### src/rtl/register_file_32x32.sv
// 32 x WIDTH register file with a one-hot write select, two combinational read
// ports, a hardwired-zero register 0 and an optional same-cycle write bypass.
module register_file_32x32 #(
    parameter int WIDTH  = 32,
    parameter bit BYPASS = 1'b1
) (
    input  logic             clk,
    input  logic             reset,
    input  logic             RegWrite,
    input  logic [31:0]      Wsel,
    input  logic [WIDTH-1:0] WriteData,
    input  logic [4:0]       ReadRegister1,
    input  logic [4:0]       ReadRegister2,
    output logic [WIDTH-1:0] ReadData1,
    output logic [WIDTH-1:0] ReadData2
);

    // Register 0 has no storage; only entries 1..31 exist.
    logic [WIDTH-1:0] regs [1:31];
    logic             write_active;

    assign write_active = RegWrite && !reset;

    always_ff @(posedge clk) begin
        if (reset) begin
            for (int i = 1; i < 32; i++) begin
                regs[i] <= '0;
            end
        end else if (RegWrite) begin
            for (int i = 1; i < 32; i++) begin
                if (Wsel[i]) begin
                    regs[i] <= WriteData;
                end
            end
        end
    end

    // Address 0 falls through every match and stays at zero, bypass included.
    always_comb begin
        ReadData1 = '0;
        for (int i = 1; i < 32; i++) begin
            if (ReadRegister1 == 5'(i)) begin
                if (BYPASS && write_active && Wsel[i]) begin
                    ReadData1 = WriteData;
                end else begin
                    ReadData1 = regs[i];
                end
            end
        end
    end

    always_comb begin
        ReadData2 = '0;
        for (int i = 1; i < 32; i++) begin
            if (ReadRegister2 == 5'(i)) begin
                if (BYPASS && write_active && Wsel[i]) begin
                    ReadData2 = WriteData;
                end else begin
                    ReadData2 = regs[i];
                end
            end
        end
    end

endmodule

### config.mk
export PLATFORM = sky130hd
export DESIGN_NAME = register_file_32x32
export DESIGN_NICKNAME = d
export VERILOG_FILES = /design/src/rtl/register_file_32x32.sv
export SDC_FILE = /design/constraint.sdc
export NUM_CORES = 2
export LEC_CHECK = 0
export BUFFER_PORTS_ARGS = -buffer_cell sky130_fd_sc_hd__buf_2
export CELL_PAD_IN_SITES_DETAIL_PLACEMENT = 1
export CELL_PAD_IN_SITES_GLOBAL_PLACEMENT = 1
export CORE_MARGIN = 3
export CORE_UTILIZATION = 30
export CTS_BUF_LIST = sky130_fd_sc_hd__clkbuf_2
export DETAILED_ROUTE_END_ITERATION = 10
export PLACE_DENSITY_LB_ADDON = 0.1
export SETUP_SLACK_MARGIN = 0.3
export SLEW_MARGIN = 10
export SYNTH_ARGS = -nofsm -noshare
export SYNTH_HDL_FRONTEND = slang
export SYNTH_SLANG_ARGS = --single-unit
### constraint.sdc
create_clock -name clk -period 2.5 [get_ports clk]
set_clock_uncertainty 0.2 [all_clocks]
set_input_delay 0.25 -clock clk [delete_from_list [all_inputs] [get_ports clk]]
set_output_delay 0.25 -clock clk [all_outputs]
set_load 0.01 [all_outputs]
==> results of run 1 <==
synth_stat cells, types with 13 or more instances:
cell       count  area share
o2111ai_1     15      0.0023
or4_1         27      0.0035
a21o_1        55      0.0071
nor2_1       519       0.034
nand3b_1      20      0.0026
and2_1        29      0.0031
nand4_1       25      0.0027
mux2_2        20      0.0039
clkbuf_1     420       0.027
nand2_1      184       0.012
o221ai_1      50      0.0076
o21ai_1       15      0.0013
a31oi_1       19      0.0021
o22ai_1      431       0.047
a221o_1       17      0.0029
o211ai_1      24      0.0031
a22o_1        51      0.0077
o22a_1        24      0.0036
a221oi_1      61      0.0092
o21ai_0      237       0.020
a22oi_1      118       0.015
nor4_1        61      0.0066
buf_2        151       0.013
nand3_1       34      0.0029
buf_4         15      0.0019
a2111oi_0     14      0.0021
nor3_1        57      0.0049
nand3b_4      13      0.0045
a211oi_1      49      0.0063
edfxtp_1     992        0.51
and4b_1      399       0.069
a21oi_1     1155        0.10
buf_1         45      0.0029
and3_1       301       0.032
cells by family after synthesis:
group	Yosys count	share of synthesized area
simple gates	1719	0.184
buf+inv	661	0.0483
compound gates	2402	0.248
mux	32	0.00596
flops	992	0.514
metrics by stage:
step	util	setup slack (ns)	hold WS [ns]	setup TNS, ns
2_1_floorplan	-	-0.106	0.300	-0.958
3_3_place_gp	0.408	-1.74	0.507	-87.28
3_5_place_dp	0.408	-1.75	0.520	-88.01
==> results.sh, run 1 <==
export IMPL_rows=160
export IMPL_die_y_um=446
export IMPL_ys_async_sr_fraction=0
export IMPL_dp_hpwl_um=275000
export IMPL_synthCells=5806
export IMPL_place_area_um2=78100
export IMPL_post_cts_buffers=25
export IMPL_syn_num_nets=5883
export IMPL_cts_made_buffers=323
export IMPL_stop_error="[ERROR RSZ-0060] Max buffer count reached."
export IMPL_postSynthRegisterBits=992
export IMPL_status="did not finish"
export IMPL_cts_hold_buffers=2065
export IMPL_die_w_um=446
export IMPL_netlist_area_um2=58000
export IMPL_place_port_buffers=139
export IMPL_yosys_most_used_dff="edfxtp_1"
export IMPL_pin_count=141
export IMPL_ctsResizeCount=615
export IMPL_ys_seq_area_frac=0.514
export IMPL_start_util=0.303
export IMPL_clockBufferDepth=4
export IMPL_synth_edff_count=992
export IMPL_cts_htree_levels=5
export IMPL_cts_num_sinks=992
export IMPL_postSynthAreaPerCell_um2=9.99
export IMPL_ys_types=75
export IMPL_flow_stopped_at="4_1_cts"
export IMPL_placedCellCount=9805
export IMPL_root_buffer="clkbuf_2"
export IMPL_ys_warn_count=0
export IMPL_gp_congestion=0.963
==> run 2: changes to the inputs <==
==> config.mk (replaced) <==
export PLATFORM = sky130hd
export DESIGN_NAME = register_file_32x32
export DESIGN_NICKNAME = d
export VERILOG_FILES = /design/src/rtl/register_file_32x32.sv
export SDC_FILE = /design/constraint.sdc
export NUM_CORES = 2
export LEC_CHECK = 0
export BUFFER_PORTS_ARGS = -buffer_cell sky130_fd_sc_hd__buf_2
export CORE_MARGIN = 3
export CORE_UTILIZATION = 20
export DETAILED_ROUTE_END_ITERATION = 10
export PLACE_DENSITY_LB_ADDON = 0.15
export SLEW_MARGIN = 10
export SYNTH_ARGS = -nofsm -noshare
export SYNTH_HDL_FRONTEND = slang
export SYNTH_SLANG_ARGS = --single-unit
==> constraint.sdc (replaced) <==
create_clock -name clk -period 3.2 [get_ports clk]
set_clock_uncertainty 0.2 [all_clocks]
set_input_delay 0.32 -clock clk [delete_from_list [all_inputs] [get_ports clk]]
set_output_delay 0.32 -clock clk [all_outputs]
set_load 0.01 [all_outputs]
==> run 2 against run 1 <==
Against the previous run:
- the flow now finishes, with violations (setup timing)
- synthesized area unchanged
- synthesized cell count unchanged
==> results.sh, run 2 <==
export IMPL_setup_viol=64
export IMPL_ir_worst_vdd_mv=0.338
export IMPL_crit_required_ns=2.68
export IMPL_internal_power_uw=29100
export IMPL_routed_wl_um=391000
export IMPL_netlist_area_um2=58000
export IMPL_rsz0062_at_grt="yes"
export IMPL_power_frac_comb=0.265
export IMPL_drc=0
export IMPL_die_w_um=544
export IMPL_via_count=65452
export IMPL_p_leak_uw=0.0406
export IMPL_start_util=0.201
export IMPL_final_common_cell="buf_4"
export IMPL_critical_path_arrival_ns=3.87
export IMPL_nets=8360
export IMPL_drtAntennaViolNets=0
export IMPL_p_per_area_nw_per_um2=426
export IMPL_cp_end_kind="output port"
export IMPL_final_cells=12159
export IMPL_core_um2=288000
export IMPL_die_y_um=544
export IMPL_p_clk_frac=0.361
export IMPL_final_cell_mix="2003 x buf_4, 992 x edfxtp_1, 736 x a21oi_1"
export IMPL_placedCellCount=11279
export IMPL_fp_dieArea_um2=296000
export IMPL_violations="setup timing"
export IMPL_pin_count=141
export IMPL_via_per_inst=5.38
export IMPL_period_share=1.37
export IMPL_antenna_found_initial=23
export IMPL_yosys_most_used_dff="edfxtp_1"
export IMPL_cts_made_buffers=139
export IMPL_critPathKind="reg -> out"
export IMPL_synth_top_area_share=0.514
export IMPL_firstDrtPassIters=6
export IMPL_clockBufferDepth=4
export IMPL_min_path_cells=3
export IMPL_relSlewSlack=0.234
export IMPL_root_buffer="clkbuf_16"
export IMPL_status="finished with violations"
export IMPL_cts_tree="built"
export IMPL_area_growth_pct=71.4
export IMPL_synth_edff_count=992
export IMPL_min_period_ns=4.39
export IMPL_regMostFlops="regs"
export IMPL_path_clk_slew_ns=0.06
export IMPL_cts_num_sinks=992
export IMPL_synth_most_common_cell="a21oi_1"
export IMPL_power_frac_seq=0.374
export IMPL_cap_violations=0
export IMPL_yosysTopAreaCell="edfxtp_1"
export IMPL_path_max_fanout=2
export IMPL_synth_common_cells="1155 x a21oi_1, 992 x edfxtp_1, 519 x nor2_1"
export IMPL_grt_overflow=0
export IMPL_grt_pass1_vias=63079
export IMPL_postSynthRegisterBits=992
export IMPL_hp_start="Wsel[28]"
export IMPL_ys_async_sr_fraction=0
export IMPL_place_port_buffers=139
export IMPL_place_ws_ns=-1.51
export IMPL_postSynthAreaPerCell_um2=9.99
export IMPL_ys_types=75
export IMPL_fin_ws_ns=-1.19
export IMPL_gp_congestion=0.926
export IMPL_grtUsageTotal=0.251
export IMPL_fmax_ghz=0.228
export IMPL_drive_above_1_share=0.468
export IMPL_finalHoldViolations=0
export IMPL_grt_max_degree=50
export IMPL_cts_htree_levels=4
export IMPL_hold_class="in -> reg"
export IMPL_worstMarginPinSlew_ns=1.15
export IMPL_slew_viol_final=0
export IMPL_swShare=0.314
export IMPL_synthCells=5806
export IMPL_rows=197
export IMPL_fillers=29320
export IMPL_grt_first_pass_wirelength_um=529000
export IMPL_wire_per_inst_um=32.2
export IMPL_cp_start_kind="register"
export IMPL_reg_top3="regs: 992 flops"
export IMPL_syn_num_nets=5883
export IMPL_whs_ns=0.0175
export IMPL_ys_seq_area_frac=0.514
export IMPL_hold_path_end="regs[0][916]$_SDFFCE_PN0P_"
export IMPL_largest_reg_flops=992
export IMPL_drtIter0Drc=7667
export IMPL_synth_area_leaders="edfxtp_1 51%, a21oi_1 10%, and4b_1 6.9%"
export IMPL_p_switching_uw=13300
export IMPL_dp_hpwl_um=288000
export IMPL_ys_warn_count=0
## run 2: cell counts after synthesis
Identical to the previous run, type by type.
## run 2: layout make-up
type	count	area [um2]	share of cell area
clock inverters	65	490	0.00494
multi-input cells	4153	32900	0.331
well taps	3781	4730	0.0476
inverters	18	67.6	0.000680
repair buffers	2979	27700	0.279
flip-flops and latches	992	29800	0.300
clock buffers	163	3650	0.0368
diodes	8	20.0	0.000201
## run 2: per-layer routing
metal	vias up	GRT usage	wire, um
met5	-	0	27
met4	4	0.0778	14500
met3	590	0.0426	31300
met2	3315	0.377	167000
met1	33345	0.364	179000
li1	28198	-	-
## run 2: how the worst max path moves through the flow
stage	from	to	slack (ns)	depth (start not counted)
3_5_place_dp	ReadRegister1[1]	ReadData1[18]	-1.51	15
2_1_floorplan	RegWrite	ReadData2[31]	0.37	10
4_1_cts	regs[0][45]$_SDFFCE_PN0P_	ReadData1[13]	-1.06	9
6_report	regs[0][45]$_SDFFCE_PN0P_	ReadData1[13]	-1.19	9
5_1_grt	regs[0][173]$_SDFFCE_PN0P_	ReadData1[13]	-1.24	9
3_3_place_gp	RegWrite	ReadData1[27]	-1.95	14
## run 2: timing repair
| action | CTS | global route |
|---|---|---|
| setup endpoints to repair | 64 | 64 |
| cloned | 17 | 11 |
| setup buffers | 202 | 147 |
| hold buffers | 347 | 4 |
| gates resized for setup | 1303 | 698 |
| pin swaps | 385 | 356 |
| endpoints found under the hold margin | 392 | 18 |
## run 2: metrics by stage
step / setup TNS (ns) / util / area [um2] / power, uW
after detailed placement: -72.36 / 0.276 / 79500 / 24700
after global placement: -72.28 / 0.276 / 79500 / 24700
after CTS: -36.06 / 0.329 / 95000 / 41600
final: -37.43 / 0.345 / 99400 / 42400
after floorplan: 0 / - / 58000 / 18900
after global routing: -40.02 / 0.344 / 99300 / 43500
## run 2: kinds of logic after synthesis
group | count (synthesis) | synth area share
buffers and inverters | 661 | 0.0483
DFF | 992 | 0.514
muxes | 32 | 0.00596
AOI/OAI and AO/OA | 2402 | 0.248
and+or+nand+nor | 1719 | 0.184
## run 2: critical path, cell delays in order, from the launching register on
cell	delay, ns
edfxtp_1	0.37
a21oi_4	0.09
o22ai_2	0.14
or4_4	0.18
nand4_1	0.38
buf_4	0.30
a222oi_1	0.97
nor4_1	0.11
o22ai_1	0.31
buf_2	0.19
## run 2: power by group through the flow
stage               registers, uW  clock network, uW  logic (uW)
global placement            16000                  0        8740
finish                      15800              15300       11200
floorplan                   15900                  0        3030
CTS                         15800              15500       10300
global route                15900              16000       11500
detailed placement          16000                  0        8730
Power figures use the tool's default switching activity.
